===== src/rtl/register_bank.sv =====
`default_nettype none
// ============================================================================
// Module      : register_bank
// Description : DEPTH x WIDTH edge-triggered register bank with one write
//               port and two independent registered read ports. Each read
//               port also drives the bitwise complement of its data.
//               Optional macro REGBANK_FWD_EN: a read of the address being
//               written on the same edge returns the new write data.
// Revision    : 1.0 - initial release
// ============================================================================
module register_bank #(
  parameter int  WIDTH = 8,
  parameter int  DEPTH = 8,
  localparam int AW    = $clog2(DEPTH)
) (
  input  logic             clk,
  input  logic             rst_n,
  input  logic             clr,
  input  logic             we,
  input  logic [AW-1:0]    waddr,
  input  logic [WIDTH-1:0] wdata,
  input  logic             re_a,
  input  logic [AW-1:0]    raddr_a,
  output logic [WIDTH-1:0] rdata_a,
  output logic [WIDTH-1:0] rdata_a_n,
  output logic             valid_a,
  input  logic             re_b,
  input  logic [AW-1:0]    raddr_b,
  output logic [WIDTH-1:0] rdata_b,
  output logic [WIDTH-1:0] rdata_b_n,
  output logic             valid_b
);

  localparam logic [WIDTH-1:0] c_zero = '0;

  logic [WIDTH-1:0] r_mem [DEPTH];
  logic [WIDTH-1:0] w_rd_a;
  logic [WIDTH-1:0] w_rd_b;

`ifdef REGBANK_FWD_EN
  // Write-through: a same-edge read of the written address sees the new data
  assign w_rd_a = (we && (waddr == raddr_a)) ? wdata : r_mem[raddr_a];
  assign w_rd_b = (we && (waddr == raddr_b)) ? wdata : r_mem[raddr_b];
`else
  // Reads always see the pre-edge contents of the array
  assign w_rd_a = r_mem[raddr_a];
  assign w_rd_b = r_mem[raddr_b];
`endif

  // Storage array: clear has priority over the write port
  always_ff @(posedge clk or negedge rst_n) begin
    if (!rst_n) begin
      for (int i = 0; i < DEPTH; i++) r_mem[i] <= c_zero;
    end else if (clr) begin
      for (int i = 0; i < DEPTH; i++) r_mem[i] <= c_zero;
    end else if (we) begin
      r_mem[waddr] <= wdata;
    end
  end

  // Read port A: data holds when idle, valid marks a read from the last edge
  always_ff @(posedge clk or negedge rst_n) begin
    if (!rst_n) begin
      rdata_a <= c_zero;
      valid_a <= 1'b0;
    end else if (clr) begin
      rdata_a <= c_zero;
      valid_a <= 1'b0;
    end else begin
      valid_a <= re_a;
      if (re_a) rdata_a <= w_rd_a;
    end
  end

  // Read port B: identical behaviour to port A
  always_ff @(posedge clk or negedge rst_n) begin
    if (!rst_n) begin
      rdata_b <= c_zero;
      valid_b <= 1'b0;
    end else if (clr) begin
      rdata_b <= c_zero;
      valid_b <= 1'b0;
    end else begin
      valid_b <= re_b;
      if (re_b) rdata_b <= w_rd_b;
    end
  end

  // Complemented outputs are derived, never stored separately
  assign rdata_a_n = ~rdata_a;
  assign rdata_b_n = ~rdata_b;

endmodule
`default_nettype wire


===== config.mk =====
export PLATFORM = sky130hd
export DESIGN_NAME = register_bank
export DESIGN_NICKNAME = d
export VERILOG_FILES = /design/src/rtl/register_bank.sv
export SDC_FILE = /design/constraint.sdc
export NUM_CORES = 1
export LEC_CHECK = 0
export ABC_AREA = 0
export CORE_ASPECT_RATIO = 0.9
export CORE_UTILIZATION = 60
export DETAILED_ROUTE_END_ITERATION = 12
export PLACE_DENSITY_LB_ADDON = 0.3
export SLEW_MARGIN = 40
export SYNTH_ARGS = -nofsm -noshare
export SYNTH_HDL_FRONTEND = slang
export SYNTH_SLANG_ARGS = --single-unit

===== constraint.sdc =====
create_clock -name clk -period 3.2 [get_ports clk]
set_input_delay 0.96 -clock clk [delete_from_list [all_inputs] [get_ports clk]]
set_output_delay 0.96 -clock clk [all_outputs]
set_load 0.01 [all_outputs]

After elaboration in Yosys (flattened, before gate mapping)

Cells that the tools add are included.

Multiply operators: 0
Multiplexer cells: 17
Reduce and logical (&&, ||, !) cells: 4
Shift operators: 0
Divide/modulo/power cells: 0
Magnitude comparators: 4
Bitwise gates (word level): 5
Add/sub/neg operators: 0
Eq/ne operators: 0

Operators by type and width:

| kind                                                                 | number |
|---|---|
| 64-bit two-way mux                                                   | 2 |
| 8-bit two-way mux                                                    | 9 |
| 64-bit bitwise mux                                                   | 1 |
| 8-bit binary-select mux with 3-bit select                            | 2 |
| 8-bit demux with 3-bit select                                        | 1 |
| 8-bit inverter                                                       | 2 |
| 4-bit greater-or-equal comparator, second input constant             | 3 |
| 3-bit inverter with 4-bit output                                     | 3 |
| 2-bit nonzero test                                                   | 3 |
| 4-bit by 1-bit < comparator with 1-bit output, second input constant | 1 |
| 1-bit two-way mux                                                    | 2 |
| 1-bit logical AND                                                    | 1 |

Memories kept: 0
Bits of input ports: 23
Logic and storage cells: 42
ROM bits: 0
Register bits after elaboration: 82
Bits in latches: 0
Memory bits (writable): 0

Logic depth before layout (Yosys ltp)

Gate-level depths: netlist (run 1).

Word-level depth: 8
Gate-level depth with buffers: 5

Worst setup path before layout (run 1)

OpenSTA, ideal clock, no wires.

Kind: input to register
Start point: input port raddr_a[0]
End point: register rdata_a[5]
Buffers on the path: 2
Cell stages on the path: 5
Library setup time: 0.133 ns
Setup slack: 1.161 ns
Data required time: 3.067 ns
Arrival time: 1.906 ns
Cells stage by stage: buf_4 buf_6 mux4_2 nor2_1 o31ai_1

Word-level cells in the longest chain between the ends: 6

Ends and longest elaborated chain:

| element                                                | line | source |
|---|---|---|
| from (decl)                                            | 23   | `input logic [AW-1:0] raddr_a,` |
| 3-bit inverter with 4-bit output (implied by the code) | 46   | `assign w_rd_a = r_mem[raddr_a];` |
| 8-bit binary-select mux with 3-bit select              | 46   |  |
| 8-bit two-way mux (implied by the code) (2 in a row)   | 46   |  |
| 8-bit two-way mux                                      | 71   | `if (re_a) rdata_a <= w_rd_a;` |
| 8-bit two-way mux                                      | 66   | `end else if (clr) begin` |
| to (signal assigned)                                   | 64   | `rdata_a <= c_zero;` |
| to (signal assigned)                                   | 67   | `rdata_a <= c_zero;` |
| to (signal assigned)                                   | 71   |  |
| to (decl)                                              | 24   | `output logic [WIDTH-1:0] rdata_a,` |

Every way passes these cells. The select of a mux whose other input is x is not followed.
A chain may end at the register's enable or synchronous reset.

Worst setup path in the final report (run 1)

Start point: input port waddr[2]
End point: register r_mem[31] (netlist name)

Word-level cells in the longest chain between the ends: 8
Elaborated cells on any way between the ends: 9

Ends and longest elaborated chain:

| element                                                                                                                  | line | source |
|---|---|---|
| from (decl)                                                                                                              | 20   | `input logic [AW-1:0] waddr,` |
| 3-bit inverter with 4-bit output (implied by the code) (*)                                                               | 57   | `r_mem[waddr] <= wdata;` |
| 4-bit greater-or-equal comparator (implied by the code) or 4-bit by 1-bit < comparator with 1-bit output (tied branches) | 57   |  |
| 1-bit logical AND (implied by the code)                                                                                  | 57   |  |
| 8-bit two-way mux (implied by the code)                                                                                  | 57   |  |
| 8-bit demux with 3-bit select (*)                                                                                        | 57   |  |
| 64-bit bitwise mux (*)                                                                                                   | 57   |  |
| 64-bit two-way mux (*)                                                                                                   | 56   | `end else if (we) begin` |
| 64-bit two-way mux (*)                                                                                                   | 54   | `end else if (clr) begin` |
| to (signal, indexed assignment)                                                                                          | 57   |  |
| to (decl)                                                                                                                | 36   | `logic [WIDTH-1:0] r_mem [DEPTH];` |

Mark *: on every way between the ends. The rest lies on a longest branch, timed or not. The select of a mux whose other input is x is not followed.

==> results.md, run 1 <==
* Status: complete, no violations
* Actual slew at the worst max-slew pin at 0.671 ns
* Register area share after synthesis at 46.4%
* Post-Synth Adder-Cell Area at 0%
* Average size of a mapped cell at approximately 9.9 um2
* Dpl cells at between 500 and 600
* Area delta synth->final at 17.7%
* Internal power at approximately 1700 uW
* Crit path from: waddr[2]
* Clock latency on the worst-skew pair at approximately 0.36 ns
* CP Launch Type: primary input
* Post-synthesis mux area share at 20.5%
* Nets at 505
* Required time of the worst setup path at between 3 and 4 ns
* Placeable Area at about 7100 um2
* Compound-gate portion of the synthesized area at between 10% and 20%
* Synthesized area at 4420 um2
* Tot GR Track Use at 33.3%
* Vias in the first global route at around 3600
* Met2 Routed Length at 5.60 mm
* Gp weighted congestion at 0.875
* HP Class: flip-flop to flip-flop
* IR drop worst, VDD at 334 uV
* Post-route ant nets at 0
* Final cell count without fillers at 578
* CTS tree: built
* Die area at 7720 um2
* First-pass GRT wire length at about 19 mm
* Worst setup path category: primary input to flip-flop
* Final WS setup at 0.809 ns
* Post-synthesis cell type count at 29
* CTS Hold Bufs at 0
* Cells after synthesis at 445
* CP cell instances: clkdlybuf4s50_1 > and4bb_2 > mux2i_1 > nor2_1
* Grt ovf at 0
* Via Count at 3691
* LEAKAGE at between 0.002 and 0.0025 uW
* CTS H-tree depth at 3
* Via/cell ratio at 6.39
* Post-route cell area at 5210 um2
* Slew HR at 55.3%
* Drt total wl at 11.9 mm
* Sw frac at around a quarter
* Share of cells above drive strength 1 at 13.0%
* Clock sinks at 82
* Worst-path fanout max at 13
* WL met3 at 949 um
* Clk slew on worst S/H paths at 0.08 ns
* Final period util at 74.7%
* Pin count of the biggest net entering global routing at 65
* Post-CTS resize count at 0
* Sequential share of power at 48.9%
* Worst Clk Skew at 0.0117 ns
* Yosys reg bits at 82
* Setup TNS at 0 ns
* Top layer reached by signal wires: met4
* Critical Path Sink Type: flip-flop
* Synth Area in XOR/XNOR at 0%
* Top-Level Pins at 57
* Setup bufs post-CTS at 0
* PwrDens at 428 nW/um2
* CP arrival at 2.61 ns
* Pre-CTS setup slack at 0.456 ns
* # rows at 29
* Starting density of the core at a little over three fifths
* Worst Hold Launch: rdata_b[3]
* Final hold vios at 0
* Residual DRC count at 0
* Total of max-cap violations at 0
* CTS Buf Count at 9
* IO buf count at 56
* Syn_nets at 468
* Initial antenna violation count at 0
* Post-detail-place hpwl at 8.29 mm
* Routed WL per cell at between 20 and 25 um
* Endpoints failing setup at 0
* Placed cell area at 4980 um2
* Initial DRT Pass Iterations at 5
* Final Max Slew Viols at 0
* # fillers at around 520
* Comb pwr share at between 10% and 20%
* DRT met1 WL at about 5 mm
* Clock Power Share at 37.8%
* Chip width at ~93 um
* Util after Layout at between 70% and 80%
* CTS root buffer: clkbuf_8
* P_sw at 541 uW
* Largest family of logic cells by synthesized area: multiplexers
* Syn. warnings at 0
* RSZ-0062 raised after global routing: false
* Chip height at roughly 83 um
* Maximum achievable frequency at 418 MHz
* Post-layout min period at between 2 and 2.5 ns
* Max clock buf depth at 2
* CP peak stage delay at 0.73 ns
* CP max-delay cell: clkdlybuf4s50_1
* Diode count at 0
* Launch point of the worst reg-to-reg path: r_mem[63]
* Detailed Route Iter0 Violations at 259
* Synth Area in Simple Gates at 16.9%
-- through the flow --
stage                     power, uW  hold WS [ns]
after global placement         1390         0.496
final                          2230         0.538
after floorplan                1260         0.495
after CTS                      2230         0.527
after global routing           2300         0.569
after detailed placement       1400         0.509
-- registers in the layout, summed over array words and instances, names as in the netlist --
signal / count
r_mem: 64
valid_b: 1
valid_a: 1
rdata_b: 8
rdata_a: 8
-- final cells by class --
type	count	area, um2	area share, %
Clock inverter	2	60.1	1.15
Tap cell	93	116	2.23
Inverter	18	67.6	1.30
Clock buffer	12	165	3.17
Sequential cell	82	2050	39.4
Multi-Input combinational cell	306	2130	40.8
Timing Repair Buffer	65	621	11.9
-- synthesized netlist by cell type --
cell type | n | area, um2
buf_2 | 8 | 40.0
mux4_2 | 9 | 203
a21oi_1 | 40 | 200
nand4b_1 | 3 | 26.3
nand4_1 | 1 | 6.26
buf_6 | 2 | 22.5
buf_4 | 5 | 37.5
a2111oi_0 | 4 | 35.0
dfrtp_1 | 82 | 2050
and4b_1 | 3 | 30.0
nand2_1 | 98 | 368
nor3b_1 | 1 | 7.51
o22ai_1 | 12 | 75.1
o31ai_1 | 12 | 90.1
nand2b_1 | 5 | 31.3
and4_1 | 1 | 8.76
mux2_2 | 25 | 282
nor2b_1 | 11 | 68.8
a211oi_1 | 3 | 22.5
clkbuf_1 | 24 | 90.1
nor4b_2 | 1 | 15.0
or4b_1 | 1 | 10.0
and4bb_2 | 1 | 12.5
nor2_1 | 38 | 143
nor4bb_1 | 2 | 20.0
o41ai_1 | 4 | 35.0
mux4_1 | 7 | 184
inv_1 | 18 | 67.6
mux2i_1 | 24 | 240
-- layer usage --
metal | vias up | global-route usage (%)
met1 | 1842 | 45.1
met3 | 37 | 9.02
met2 | 195 | 51.2
met4 | 0 | 13.9
li1 | 1617 | -
met5 | - | 0
-- cell usage in the layout (no fill, tap or decap) --
| cell type | n |
|---|---|
| a2111oi_0 | 4 |
| a211oi_1 | 3 |
| a21oi_1 | 40 |
| and4_1 | 1 |
| and4b_1 | 3 |
| and4bb_2 | 1 |
| buf_2 | 1 |
| buf_4 | 10 |
| bufinv_16 | 2 |
| clkbuf_8 | 12 |
| clkdlybuf4s50_1 | 54 |
| dfrtp_1 | 82 |
| inv_1 | 18 |
| mux2_2 | 25 |
| mux2i_1 | 24 |
| mux4_1 | 7 |
| mux4_2 | 9 |
| nand2_1 | 98 |
| nand2b_1 | 5 |
| nand4_1 | 1 |
| nand4b_1 | 3 |
| nor2_1 | 38 |
| nor2b_1 | 11 |
| nor3b_1 | 1 |
| nor4b_2 | 1 |
| nor4bb_2 | 2 |
| o22ai_1 | 12 |
| o31ai_1 | 12 |
| o41ai_1 | 4 |
| or4b_1 | 1 |
-- cell families (layout without fill, tap and decap cells) --
family	after synthesis	in the layout
AOI/OAI and AO/OA	75	75
buffers and inverters	57	97
DFF	82	82
muxes	65	65
and+or+nand+nor	166	166
-- power by group through the flow --
stage                     registers (uW)  clock network, uW  logic [uW]
final                               1090                843         294
after global routing                1090                892         316
after CTS                           1090                848         293
after detailed placement            1110                  0         292
after global placement              1110                  0         286
after floorplan                     1100                  0         157
-- worst paths after layout --
path                               to  slack (ns)  cells past startpoint
hold / removal             rdata_b[3]        0.54                      2
setup reg to reg           rdata_a[7]        1.87                      3
min in group asynchronous   r_mem[48]        0.57                      1
max in group asynchronous    r_mem[4]        1.93                      2
setup / recovery            r_mem[31]        0.81                      4
hold reg to reg            rdata_b[3]        0.54                      2
-- worst max-delay path, delay by kind of cell --
family        cells  cell delay [ns]
buf+inv           1             0.73
simple gates      2             0.61
mux               1             0.30
No activity file was read; power rests on OpenSTA's default activity.
==> run 2, diff against run 1 <==
--- a/config.mk
+++ b/config.mk
@@ -7,7 +7,7 @@
 export LEC_CHECK = 0
 export ABC_AREA = 0
 export CORE_ASPECT_RATIO = 0.9
-export CORE_UTILIZATION = 60
+export CORE_UTILIZATION = 56
 export DETAILED_ROUTE_END_ITERATION = 12
 export PLACE_DENSITY_LB_ADDON = 0.3
 export SLEW_MARGIN = 40
==> constraint.sdc (replaced) <==
create_clock -name clk -period 2.5 [get_ports clk]
set_input_delay 0.75 -clock clk [delete_from_list [all_inputs] [get_ports clk]]
set_output_delay 0.75 -clock clk [all_outputs]
set_load 0.01 [all_outputs]
==> run 2 against run 1 <==
Sequential share of layout area shrank 1.1 points. Critical endpoint is now r_mem[63]. Via count shrank 0.35%. Design area grew 3.0%. Global-route usage shrank 2.0 points. Cell count grew 3.5%. Wire length shrank 0.21%.
==> results.md, run 2 (synthesis gave the netlist of run 1 again) <==
* Clock sinks at 82 (unchanged)
* P_sw at 744 uW (+37%)
* Chip height at 86.3 um (+3.4%)
* Util after Layout at 70.7% (-2.9 points)
* Final Max Slew Viols at 0 (unchanged)
* Via/cell ratio at 6.15 (-3.7%)
* Via Count at 3678 (-0.35%)
* Clock Power Share at 36.3% (-1.5 points)
* Worst setup path category: primary input to flip-flop
* Post-detail-place hpwl at 8.14 mm (-1.7%)
* Commonest non-fill, non-tap cell in the layout: nand2_1
* Setup bufs post-CTS at 0 (unchanged)
* Required time of the worst setup path at 2.71 ns (-0.71 ns)
* First-pass GRT wire length at 18.9 mm (-0.22%)
* Final period util at a little under nine tenths
* Drt total wl at 11.9 mm (-0.21%)
* Share of cells above drive strength 1 at 15.9% (+2.9 points)
* Post-route ant nets at 0 (unchanged)
* Top Usage Layer GRT: met2
* CP peak stage delay at 0.76 ns (+0.03 ns)
* Biggest regs: r_mem (64), rdata_a (8), rdata_b (8)
* Pre-CTS setup slack at -0.00685 ns (-0.463 ns)
* Internal power at 2060 uW (+22%)
* GR met3 Demand/Resource at 9.74% (+0.72 points)
* Post-route cell area at 5360 um2 (+3.0%)
* Met2 Resource Use GR at 45.6% (-5.5 points)
* CTS tree: built
* CP cell instances: clkdlybuf4s50_1 > or4b_1 > nand2_1 > a21oi_1
* Actual slew at the worst max-slew pin at 0.690 ns (+0.0187 ns)
* Tot GR Track Use at 31.4% (-2.0 points)
* Slew HR at 54.0% (-1.2 points)
* Placed cell area at 5150 um2 (+3.3%)
* Sw frac at 26.5% (+2.2 points)
* CTS H-tree depth at 3 (unchanged)
* # rows at 30 (+3.4%)
* Top-Level Pins at 57 (unchanged)
* Comb pwr share at 14.2% (+1.0 points)
* IO buf count at 56 (unchanged)
* Pin count of the biggest net entering global routing at 65 (unchanged)
* Final WS setup at 0.360 ns (-0.449 ns)
* Starting density of the core at 58.3% (-4.2 points)
* Initial antenna violation count at 0 (unchanged)
* Maximum achievable frequency at 467 MHz
* HP Class: primary input to asynchronous set/reset pin
* CTS Hold Bufs at 0 (unchanged)
* Footprint of the multi-input gates at 2130 um2 (unchanged)
* Nets at 520 (+3.0%)
* Total of max-cap violations at 0 (unchanged)
* Sequential share of power at 49.6% (+0.7 points)
* Final cell count without fillers at 598 (+3.5%)
* CTS Buf Count at 9 (unchanged)
* Initial DRT Pass Iterations at 5 (unchanged)
* Gp weighted congestion at 0.898 (+2.7%)
* RSZ-0062 raised after global routing: false
* Final hold vios at 0 (unchanged)
* Post-CTS resize count at 0 (unchanged)
* Top reg by flops: r_mem
* Worst-path fanout max at 13 (unchanged)
* Grt ovf at 0 (unchanged)
* Chip width at 95.7 um (+3.4%)
* Diode count at 0 (unchanged)
* IR drop worst, VDD at 394 uV (+18%)
* Status: complete, no violations
* Detailed Route Iter0 Violations at 379 (+46%)
* # fillers at 569 (+9.8%)
* Clock latency on the worst-skew pair at 0.36 ns (about the same)
* CP arrival at 2.35 ns (-0.26 ns)
* Pwr Total at 2810 uW (+26%)
* Area delta synth->final at 21.2%
* Residual DRC count at 0 (unchanged)
* CTS root buffer: clkbuf_8
* Critical Path Sink Type: flip-flop
* Max FFs per register at 64 (unchanged)
* Dpl cells at 582 (+3.2%)
* Post-layout min period at roughly 2.1 ns
* Die area at 8260 um2 (+7.0%)
* Placeable Area at 7580 um2 (+7.2%)
* Clk slew on worst S/H paths at 0.08 ns (about the same)
* Most frequent cells in the layout: 98 x nand2_1, 82 x dfrtp_1, 54 x clkdlybuf4s50_1, 40 x a21oi_1, 38 x nor2_1
* CP max-delay cell: or4b_1
* PwrDens at 523 nW/um2 (+22%)
* Endpoints failing setup at 0 (unchanged)
* LEAKAGE at 0.00227 uW (+3.4%)
* Vias in the first global route at 3536 (-1.9%)
* Grt met1 use at 44.3% (-0.78 points)
* Max clock buf depth at 2 (unchanged)
* FF+latch area at 2050 um2 (unchanged)
* Routed WL per cell at 19.8 um (-3.5%)
* CP Launch Type: primary input
* Worst Clk Skew at 0.0100 ns (-0.00169 ns)
run 2: cell types whose count changed in the layout (fill, tap and decap cells not counted), sizes merged:
cell and change:
buf +15, clkinv +2, clkinvlp +2, bufinv -1, clkbuf -1
run 2: worst max-delay path: cells and delay by family:
kind	cells	cell delay (ns)
and+or+nand+nor	2	0.89
buffers and inverters	1	0.63
AOI/OAI and AO/OA	1	0.08
run 2: path summary, 6_finish.rpt:
path                       slack [ns]  cells past startpoint    endpoint        from
setup / recovery                 0.36                      4   r_mem[63]    waddr[2]
hold / removal                   0.34                      1   r_mem[10]       rst_n
setup reg to reg                 1.19                      3  rdata_b[6]   r_mem[54]
hold reg to reg                  0.50                      2  rdata_a[6]  rdata_a[6]
max in group asynchronous        1.55                      2    r_mem[6]       rst_n
min in group clk                 0.50                      2  rdata_a[6]  rdata_a[6]
run 2: area by class of cell:
class | instances | area share (%)
clock inverter | 5 | 1.17
tap | 96 | 2.24
clock buffer | 11 | 2.82
timing repair buffer | 80 | 14.6
sequential | 82 | 38.3
inverter | 18 | 1.26
multi-input combinational | 306 | 39.6
run 2: per-layer routing:
metal	share of wire, %	wire [um]
met5	0	0
met4	2.3	273
met3	11	1280
met2	45	5320
met1	42	4980
run 2: through the flow:
step	hold WS, ns	setup TNS [ns]
floorplan	0.454	0
global placement	0.487	0
detailed placement	0.495	-0.00806
CTS	0.346	0
global route	0.353	0
finish	0.339	0
run 2: power by group through the flow:
stage / Combinational [uW] / Clock (uW) / Sequential [uW]
2_1_floorplan: 200 / 0 / 1410
3_3_place_gp: 386 / 0 / 1410
3_5_place_dp: 396 / 0 / 1420
4_1_cts: 396 / 1020 / 1390
5_1_grt: 432 / 1080 / 1390
6_report: 398 / 1020 / 1390
